**config.mk**
```make
export PLATFORM = sky130hd
export DESIGN_NAME = mul_div_unit
export DESIGN_NICKNAME = d
export VERILOG_FILES = /design/src/rtl/mdu_pkg.sv /design/src/rtl/mdu_iter_core.sv /design/src/rtl/mul_div_unit.sv
export SDC_FILE = /design/constraint.sdc
export NUM_CORES = 1
export LEC_CHECK = 0
export ABC_AREA = 1
export CORE_MARGIN = 3
export CORE_UTILIZATION = 64
export CTS_CLUSTER_SIZE = 24
export DETAILED_ROUTE_END_ITERATION = 10
export PLACE_DENSITY_LB_ADDON = 0.05
export SKIP_CTS_REPAIR_TIMING = 1
export SLEW_MARGIN = 25
export SYNTH_ARGS = -nofsm -noshare
export SYNTH_HDL_FRONTEND = slang
export SYNTH_SLANG_ARGS = --single-unit
```
**constraint.sdc**
```tcl
create_clock -name clock -period 6.5 [get_ports clock]
set_input_delay 1.3 -clock clock [delete_from_list [all_inputs] [get_ports clock]]
set_output_delay 1.3 -clock clock [all_outputs]
set_load 0.01 [all_outputs]
```
**src/rtl/mdu_pkg.sv**
```systemverilog
// -----------------------------------------------------------------------------
// mdu_pkg
// Shared definitions for the iterative multiply/divide unit:
//   - op_e    : operation encodings driven on the unit's `op` port
//   - state_e : control FSM states (IDLE -> RUN -> FIX -> IDLE)
//   - cnt_width() : iteration counter width for a given operand width
// -----------------------------------------------------------------------------
package mdu_pkg;

    typedef enum logic [1:0] {
        OP_MULT  = 2'b00,
        OP_MULTU = 2'b01,
        OP_DIV   = 2'b10,
        OP_DIVU  = 2'b11
    } op_e;

    typedef enum logic [1:0] {
        S_IDLE = 2'b00,
        S_RUN  = 2'b01,
        S_FIX  = 2'b10
    } state_e;

    // The counter must be able to hold DATA_W itself, hence the +1.
    function automatic int cnt_width(input int data_w);
        return $clog2(data_w + 1);
    endfunction

endpackage : mdu_pkg

```
**src/rtl/mdu_iter_core.sv**
```systemverilog
// -----------------------------------------------------------------------------
// mdu_iter_core
// Shared 2*DATA_W shift register plus the one-bit-per-cycle add/subtract step
// used for both unsigned multiply (shift-add) and unsigned divide (restoring
// shift-subtract). Operands arrive already reduced to magnitudes.
//
// Ports:
//   clock, reset_n : clock and asynchronous active-low reset
//   load_i         : load a_i into the low half, clear the high half, latch b_i
//   step_i         : perform one iteration
//   div_mode_i     : 0 = multiply step, 1 = divide step
//   a_i, b_i       : multiplicand/dividend and multiplier/divisor magnitudes
//   acc_o          : accumulator; after DATA_W steps holds the product, or
//                    {remainder, quotient} for a divide
// -----------------------------------------------------------------------------
module mdu_iter_core #(
    parameter int DATA_W = 32
) (
    input  logic                  clock,
    input  logic                  reset_n,
    input  logic                  load_i,
    input  logic                  step_i,
    input  logic                  div_mode_i,
    input  logic [DATA_W-1:0]     a_i,
    input  logic [DATA_W-1:0]     b_i,
    output logic [2*DATA_W-1:0]   acc_o
);

    logic [2*DATA_W-1:0] acc_q, acc_d;
    logic [DATA_W-1:0]   b_q, b_d;
    logic [DATA_W:0]     add_sum;   // high half + multiplier, with carry
    logic [DATA_W:0]     rem_sh;    // partial remainder after the left shift
    logic [DATA_W:0]     diff;      // trial subtraction; MSB set means borrow

    always_comb begin
        // NOTE: every signal assigned here gets a default first so no path
        // leaves it unassigned, which would infer a latch.
        acc_d   = acc_q;
        b_d     = b_q;
        add_sum = {1'b0, acc_q[2*DATA_W-1:DATA_W]} + (acc_q[0] ? {1'b0, b_q} : '0);
        rem_sh  = acc_q[2*DATA_W-1:DATA_W-1];
        diff    = rem_sh - {1'b0, b_q};

        if (load_i) begin
            acc_d = {{DATA_W{1'b0}}, a_i};
            b_d   = b_i;
        end else if (step_i) begin
            if (div_mode_i) begin
                // Partial remainder is always < 2*b, so a clear borrow bit
                // means it fits back into DATA_W bits and a quotient 1 is due.
                if (!diff[DATA_W]) begin
                    acc_d = {diff[DATA_W-1:0], acc_q[DATA_W-2:0], 1'b1};
                end else begin
                    acc_d = {acc_q[2*DATA_W-2:0], 1'b0};
                end
            end else begin
                // Multiplier bits are consumed from the LSB while the product
                // grows in from the top, carry included.
                acc_d = {add_sum, acc_q[DATA_W-1:1]};
            end
        end
    end

    // NOTE: sequential state uses non-blocking assignments only, so every
    // register samples the pre-edge values regardless of statement order.
    always_ff @(posedge clock or negedge reset_n) begin
        if (!reset_n) begin
            acc_q <= '0;
            b_q   <= '0;
        end else begin
            acc_q <= acc_d;
            b_q   <= b_d;
        end
    end

    assign acc_o = acc_q;

endmodule : mdu_iter_core

```
**src/rtl/mul_div_unit.sv**
```systemverilog
// -----------------------------------------------------------------------------
// mul_div_unit
// Iterative MULT/MULTU/DIV/DIVU unit with architectural HI/LO registers.
// Issue-to-result latency is DATA_W+1 cycles: one cycle per bit in RUN, then
// one FIX cycle that applies signs and writes HI/LO while pulsing `done`.
//
// Parameters:
//   DATA_W   : operand/HI/LO width, legal range 8..64
// Ports:
//   clock, reset_n      : clock and asynchronous active-low reset
//   start, op           : issue request (sampled only in IDLE) and operation
//   src_a, src_b        : multiplicand/dividend and multiplier/divisor
//   hi_we, lo_we, wdata : MTHI/MTLO write path, honoured only in IDLE
//   busy                : operation in flight
//   done                : one-cycle pulse, HI/LO hold the new result
//   hi, lo              : HI and LO registers
//   div0                : only with MDU_DIV0_FLAG_EN defined; high with `done`
//                         when a DIV/DIVU had a zero divisor
//
// Optional feature macro: MDU_DIV0_FLAG_EN
// -----------------------------------------------------------------------------
module mul_div_unit #(
    parameter int DATA_W = 32
) (
    input  logic              clock,
    input  logic              reset_n,
    input  logic              start,
    input  logic [1:0]        op,
    input  logic [DATA_W-1:0] src_a,
    input  logic [DATA_W-1:0] src_b,
    input  logic              hi_we,
    input  logic              lo_we,
    input  logic [DATA_W-1:0] wdata,
    output logic              busy,
    output logic              done,
    output logic [DATA_W-1:0] hi,
    output logic [DATA_W-1:0] lo
`ifdef MDU_DIV0_FLAG_EN
    ,
    output logic              div0
`endif
);

    import mdu_pkg::*;

    localparam int              CNT_W    = cnt_width(DATA_W);
    localparam logic [CNT_W-1:0] LAST_CNT = CNT_W'(DATA_W - 1);

    state_e              state_q, state_d;
    logic [CNT_W-1:0]    cnt_q, cnt_d;
    logic                is_div_q, is_div_d;
    logic                neg_lo_q, neg_lo_d;   // product sign, or quotient sign
    logic                neg_hi_q, neg_hi_d;   // remainder sign (divide only)
    logic                b_zero_q, b_zero_d;
    logic [DATA_W-1:0]   hi_q, hi_d;
    logic [DATA_W-1:0]   lo_q, lo_d;
    logic                busy_q, busy_d;
    logic                done_q, done_d;
`ifdef MDU_DIV0_FLAG_EN
    logic                div0_q, div0_d;
`endif

    op_e                 op_in;
    logic                op_signed, op_div;
    logic                a_neg, b_neg;
    logic [DATA_W-1:0]   a_mag, b_mag;
    logic                core_load, core_step;
    logic [2*DATA_W-1:0] acc;
    logic [2*DATA_W-1:0] mul_res;
    logic [DATA_W-1:0]   quo_res, rem_res;

    // Operand conditioning: signed ops work on magnitudes. The magnitude of
    // MIN wraps to MIN itself, which is still the correct unsigned magnitude.
    assign op_in     = op_e'(op);
    assign op_signed = (op_in == OP_MULT) || (op_in == OP_DIV);
    assign op_div    = (op_in == OP_DIV)  || (op_in == OP_DIVU);
    assign a_neg     = op_signed & src_a[DATA_W-1];
    assign b_neg     = op_signed & src_b[DATA_W-1];
    assign a_mag     = a_neg ? -src_a : src_a;
    assign b_mag     = b_neg ? -src_b : src_b;

    mdu_iter_core #(
        .DATA_W     (DATA_W)
    ) u_core (
        .clock      (clock),
        .reset_n    (reset_n),
        .load_i     (core_load),
        .step_i     (core_step),
        .div_mode_i (is_div_q),
        .a_i        (a_mag),
        .b_i        (b_mag),
        .acc_o      (acc)
    );

    // Sign fix-up. A zero divisor leaves the raw all-ones quotient alone; the
    // remainder then equals |a| and re-applying sign(a) restores src_a.
    assign mul_res = neg_lo_q ? -acc : acc;
    assign quo_res = b_zero_q ? '1 : (neg_lo_q ? -acc[DATA_W-1:0] : acc[DATA_W-1:0]);
    assign rem_res = neg_hi_q ? -acc[2*DATA_W-1:DATA_W] : acc[2*DATA_W-1:DATA_W];

    always_comb begin
        state_d   = state_q;
        cnt_d     = cnt_q;
        is_div_d  = is_div_q;
        neg_lo_d  = neg_lo_q;
        neg_hi_d  = neg_hi_q;
        b_zero_d  = b_zero_q;
        hi_d      = hi_q;
        lo_d      = lo_q;
        busy_d    = busy_q;
        done_d    = 1'b0;
        core_load = 1'b0;
        core_step = 1'b0;
`ifdef MDU_DIV0_FLAG_EN
        div0_d    = 1'b0;
`endif

        case (state_q)
            S_IDLE: begin
                if (start) begin
                    // start takes priority; a simultaneous MTHI/MTLO is dropped
                    state_d   = S_RUN;
                    cnt_d     = '0;
                    busy_d    = 1'b1;
                    core_load = 1'b1;
                    is_div_d  = op_div;
                    neg_lo_d  = a_neg ^ b_neg;
                    neg_hi_d  = a_neg;
                    b_zero_d  = (src_b == '0);
                end else begin
                    if (hi_we) hi_d = wdata;
                    if (lo_we) lo_d = wdata;
                end
            end
            S_RUN: begin
                core_step = 1'b1;
                cnt_d     = cnt_q + CNT_W'(1);
                if (cnt_q == LAST_CNT) begin
                    state_d = S_FIX;
                end
            end
            S_FIX: begin
                state_d = S_IDLE;
                busy_d  = 1'b0;
                done_d  = 1'b1;
                if (is_div_q) begin
                    hi_d = rem_res;
                    lo_d = quo_res;
                end else begin
                    hi_d = mul_res[2*DATA_W-1:DATA_W];
                    lo_d = mul_res[DATA_W-1:0];
                end
`ifdef MDU_DIV0_FLAG_EN
                div0_d = is_div_q & b_zero_q;
`endif
            end
            default: begin
                state_d = S_IDLE;
                busy_d  = 1'b0;
            end
        endcase
    end

    always_ff @(posedge clock or negedge reset_n) begin
        if (!reset_n) begin
            state_q  <= S_IDLE;
            cnt_q    <= '0;
            is_div_q <= 1'b0;
            neg_lo_q <= 1'b0;
            neg_hi_q <= 1'b0;
            b_zero_q <= 1'b0;
            hi_q     <= '0;
            lo_q     <= '0;
            busy_q   <= 1'b0;
            done_q   <= 1'b0;
`ifdef MDU_DIV0_FLAG_EN
            div0_q   <= 1'b0;
`endif
        end else begin
            state_q  <= state_d;
            cnt_q    <= cnt_d;
            is_div_q <= is_div_d;
            neg_lo_q <= neg_lo_d;
            neg_hi_q <= neg_hi_d;
            b_zero_q <= b_zero_d;
            hi_q     <= hi_d;
            lo_q     <= lo_d;
            busy_q   <= busy_d;
            done_q   <= done_d;
`ifdef MDU_DIV0_FLAG_EN
            div0_q   <= div0_d;
`endif
        end
    end

    assign busy = busy_q;
    assign done = done_q;
    assign hi   = hi_q;
    assign lo   = lo_q;
`ifdef MDU_DIV0_FLAG_EN
    assign div0 = div0_q;
`endif

endmodule : mul_div_unit
```
======== Yosys cells after proc, flatten, opt, wreduce, memory -nomap -nowiden ========
Cells that the tools add are included.
storage, ports and cells
  register bits after elaboration ......... 174
  word-level logic and storage cells ...... 78
cells by class
  add/sub/neg operators ................... 8
  equality and inequality tests ........... 10
  muxes and demuxes ....................... 30
  bitwise operators ....................... 4
  reductions and logical operators ........ 14
operators with widths
  cell                   count
  $mux W32               12
  $mux W64               5
  $neg A32 Y32           4
  $pmux W32 S2           2
  $neg A64 Y64           1
  $add A32 B33 Y33       1
  $sub A33 B32 Y33       1
  $logic_not A32 Y1      1
  $pmux W6 S2            1
  $ne A2 B2 Y1 const B   5
  $reduce_and A2 Y1      4
  $add A6 B1 Y6 const B  1
  $eq A2 B2 Y1 const B   3
  $eq A6 B5 Y1 const B   1
  $mux W6                1
  $reduce_and A3 Y1      2
  $reduce_bool A2 Y1     3
  $mux W1                5
  $logic_not A2 Y1       2
  $mux W2                2
  $pmux W2 S2            1
  $and A1 B1 Y1          2
  $eq A2 B1 Y1 const B   1
  $logic_or A1 B1 Y1     2
  other kinds (3)        3

======== Longest topological paths before layout ========
  word-level depth ........................ 5
  gate-level depth with buffers ........... 19
  gate-level depth less buffers ........... 18

======== By module ========
Synthesis repeated with hierarchy kept, for this count alone.
second synthesis, totals
  cells, all modules ...................... 2979
  area total of the unflattened synthesis .. 17678.2 um^2
modules (own cells, without submodules)
  module         instances  cells each  area each (um^2)
  mdu_iter_core  1          1649        9776.9
  mul_div_unit   1          1330        7901.3

======== Least setup slack after synthesis ========
Ideal clock, no wire load.
  path kind ............................... input port to flip-flop
  start ................................... input src_b[1]
  end ..................................... register u_core.b_q[20]
  arrival time ............................ 2.577 ns
  data required time ...................... 6.373 ns
  setup slack ............................. 3.796 ns
  stages on the path ...................... 12
  path buffers ............................ 0
  path through ............................ inv_1 ha_1 nand2_1 nor2_1 nand2_1 nor2_1 inv_1 nor2_2 a21oi_1 or2_0 nand3_1 o21ai_1
between the ends
  longest elaborated chain between the ends .. 2
RTL lines
  what                    RTL line             source
  start: declaration      mul_div_unit.sv:30   input logic [DATA_W-1:0] src_b,
  $neg A32 Y32            mul_div_unit.sv:80   assign b_mag = b_neg ? -src_b : src_b;
  $mux W32                mul_div_unit.sv:80
  end signal: assignment  mdu_iter_core.sv:69  b_q <= '0;
  end signal: assignment  mdu_iter_core.sv:72  b_q <= b_d;
  end: declaration        mdu_iter_core.sv:30  logic [DATA_W-1:0] b_q, b_d;
No other way between the ends.
A chain may end at the register's enable or synchronous reset.

======== Final worst setup path ========
  start ................................... input op[0]
  end ..................................... register u_core.b_q[15]
between the ends
  longest elaborated chain between the ends .. 4
  elaborated cells between the ends (all ways) .. 5
  those cells by class .................... 1 x eq/ne; 1 x mux; 1 x bitwise; 2 x reduce/logical
RTL lines
  what                                              RTL line            source
  start: declaration                                mul_div_unit.sv:28  input logic [1:0] op,
  $eq A2 B2 Y1 or $logic_not A2 Y1 (tied branches)  mul_div_unit.sv:75  assign op_signed = (op_in == OP_MULT) || (op_in == OP_DIV);
  $logic_or A1 B1 Y1 *                              mul_div_unit.sv:75
  $and A1 B1 Y1 *                                   mul_div_unit.sv:78  assign b_neg = op_signed & src_b[DATA_W-1];
  $mux W32 *                                        mul_div_unit.sv:80
Every way passes the cells marked *; elsewhere a longest branch is shown, timed or not.

==> flow_summary.ini <==
[hold_path]
holdCritPathClass = reg -> reg
holdCritStartpoint = lo[26]$_DFFE_PN0P_

[clock_network]
clock-sinks = 174
clk_pin_slew_ns = 0.08
clockBufferDepth = 2
cts-root-buf = sky130_fd_sc_hd__clkbuf_16
cts_tree = built
cts_inserted_buffers = 17
worst_skew_pair.late_latency_ns = 0.45
clock_tree.htree_level_count = 4

[global_routing]
total_routing_usage_reported_by_global_routing = 0.432
globalRouteMet1Util = 0.569
via_count_of_the_first_global_routing_pass = 19000
overflow = 0
globalRouteMet3Util = 0.0855
grt_max_degree = 94
grt_pass1_wl_mm = 99.0
initial_antenna_violation_count = 0
global_route.peak_usage_layer = met2
grtUsageMet2 = 0.666

[job]
max_cap_violations = 0

[setup_path]
critPathBufInv = 3
worst_setup_path_startpoint = op[0]
cp_slowest_cell = sky130_fd_sc_hd__clkinv_1
timing.critical_path.arrival_ns = 3.88
timing.rr.start = u_core.acc_o[32]$_DFFE_PN0P_
cp_data_required_time_ns = 6.81
slowest_delay_ns = 0.64
start_kind = input port
critical_path.max_fanout = 22
worst_path_dominant_cell_family = buffers and inverters
endpoint_kind = flip-flop
crit_type = in -> reg
cell_by_cell_trace_of_the_critical_path = clkdlybuf4s50_1, inv_1, nand2_1, clkinv_1, nand2_1, o21ai_0, or2_2, nand3_1, o21ai_0

[timing]
final_max_slew_viol_count = 0
tightest_slew_ns = 0.911
setup_total_negative_slack_ns = 0
timing.slew.headroom = 0.392
fmax_mhz = 280
final_min_period_over_clock_period = 0.549
finalCriticalPeriod_ns = 3.57
setup_viol = 0
finalClockSkew_ns = 0.0185
rsz0062_at_grt = no
report.final.hold_viol_count = 0

[layout]
post_route_cells_drive_above_1_share = 0.0323
final_nets = 3224
seqCellArea_mm2 = 0.00436
area_growth_syn_to_layout_pct = 14.2
area_of_combinational_cells_with_multiple_inputs_mm2 = 0.0110
layout_commonest_cell = sky130_fd_sc_hd__nand2_1
layout.cells.most_common_list = sky130_fd_sc_hd__nand2_1, sky130_fd_sc_hd__inv_1, sky130_fd_sc_hd__nor2_1
filler_cell_count = 2190

[synthesis]
yosys-mux-area-fraction = 0
synthesis.nets = 3116
synth_cell_types = 50
synth_compound_area_frac = 0.155
syn_inst = 2942
synthSimpleGateAreaFrac = 0.394
yosys_register_bits = 174
synth_seq_area_share = 0.252
synthesis.area_mm2 = 0.0173
yosys_warnings = 0
synth-adder-area-share = 0.0523
synth_xor_area_frac = 0.0340
syn_area_per_cell_um2 = 5.87
synth_top_family_by_area = simple AND/OR/NAND/NOR gates

[power]
design_power_total_mw = 11.6
powerDensity_mw_per_mm2 = 590
power_leakage_nw = 10.1
power.ir.vdd_worst_v = 0.000459

[floorplanning]
die_h_um = 170
io_pins = 169
core_mm2 = 0.0263
chipWidth_um = 170
std_cell_rows = 59
start_util = 0.658
dieArea_mm2 = 0.0290

[detailed_routing]
remaining_drc_errors = 0
drt_iter0_markers = 3272
vias = 20600
wl_per_cell_um = 18.7
detail-route-antenna-nets = 0
drt_wl_total_mm = 63.5
post_drt_via_cell_ratio = 6.05
count_of_tritonroute_iterations_in_the_first_routing_pass = 8

[place]
place.gp.congestion = 1.08
dp_hpwl_mm = 49.7
port_buf_inserts = 168

[outcome]
status = finished clean
## path summary, 6_finish.rpt
path	slack [ns]	cells after the start	to
max in group asynchronous	4.37	2	lo[14]$_DFFE_PN0P_
setup reg to reg	3.12	16	u_core.acc_o[39]$_DFFE_PN0P_
hold reg to reg	0.48	2	lo[26]$_DFFE_PN0P_
min in group asynchronous	0.86	1	hi[20]$_DFFE_PN0P_
hold / removal	0.48	2	lo[26]$_DFFE_PN0P_
setup / recovery	2.93	9	u_core.b_q[15]$_DFFE_PN0P_
## sequential cells by signal, indices dropped and copies added (netlist names)
register / flops
b_zero_q: 1
busy: 1
cnt_q: 6
done: 1
hi: 32
is_div_q: 1
lo: 32
neg_hi_q: 1
neg_lo_q: 1
state_q: 2
u_core.acc_o: 64
u_core.b_q: 32
## final cells by class
cell class,count,share of cell area
Clock buffer,17,0.0215
Multi-Input combinational cell,2264,0.558
Antenna cell,1,0.000127
Tap cell,335,0.0212
Clock inverter,15,0.00970
Sequential cell,174,0.221
Timing Repair Buffer,184,0.0913
Inverter,409,0.0778
## synth_stat cells, drive strengths merged
cell type	n	area share
and2	4	0.0014
a31oi	19	0.0069
a211o	1	0.00051
inv	407	0.088
a21oi	177	0.052
a22oi	23	0.010
nand4	29	0.010
o21bai	11	0.0048
nand3	275	0.081
a22o	1	0.00051
dfrtp	174	0.25
buf	28	0.0090
xnor2	23	0.012
or2	15	0.0054
fa	2	0.0023
clkbuf	67	0.015
o211ai	8	0.0035
o21ai	227	0.066
nor4	9	0.0033
clkinv	2	0.00043
nand2b	1	0.00036
ha	69	0.050
a32oi	1	0.00051
a21o	5	0.0022
nand2	911	0.20
nor2	359	0.080
o221ai	2	0.0010
nor3	19	0.0058
nand3b	12	0.0052
o31ai	5	0.0022
nor3b	1	0.00043
xor2	44	0.022
o22ai	4	0.0014
a21boi	5	0.0022
o21a	2	0.00087
## through the flow
stage                     utilization  hold slack (ns)  instances  setup slack, ns  instance area [um^2]
after global routing            0.751            0.510       3398             2.69                 19700
after detailed placement        0.727            0.467       3366             2.36                 19100
after CTS                       0.751            0.488       3398             2.82                 19700
after global placement          0.727            0.464       3366             2.47                 19100
final                           0.751            0.484       3399             2.93                 19700
after floorplan                     -            0.452       2942             3.80                 17300
## report_power, final
| part | internal (mW) | total, mW | switching [mW] |
|---|---|---|---|
| clock | 0.556 | 1.09 | 0.530 |
| combinational | 2.83 | 8.14 | 5.31 |
| sequential | 1.63 | 2.42 | 0.795 |
## logic make-up after synthesis
group / count (synthesis)
compound gates: 491
xor+xnor: 67
buf+inv: 504
fa+ha+maj: 71
simple gates: 1635
flops: 174
## layer usage
| layer | up-vias | part of all wire |
|---|---|---|
| met5 | - | 0 |
| met2 | 1461 | 0.43 |
| met3 | 247 | 0.13 |
| met1 | 9225 | 0.38 |
| li1 | 9645 | - |
| met4 | 0 | 0.065 |
## worst min-delay path, stage by stage (launching register included)
cell,delay (ns)
sky130_fd_sc_hd__dfrtp_1,0.35
sky130_fd_sc_hd__nand2_1,0.05
sky130_fd_sc_hd__nand2_1,0.05
Note: power is estimated with default switching activity, not from simulation.
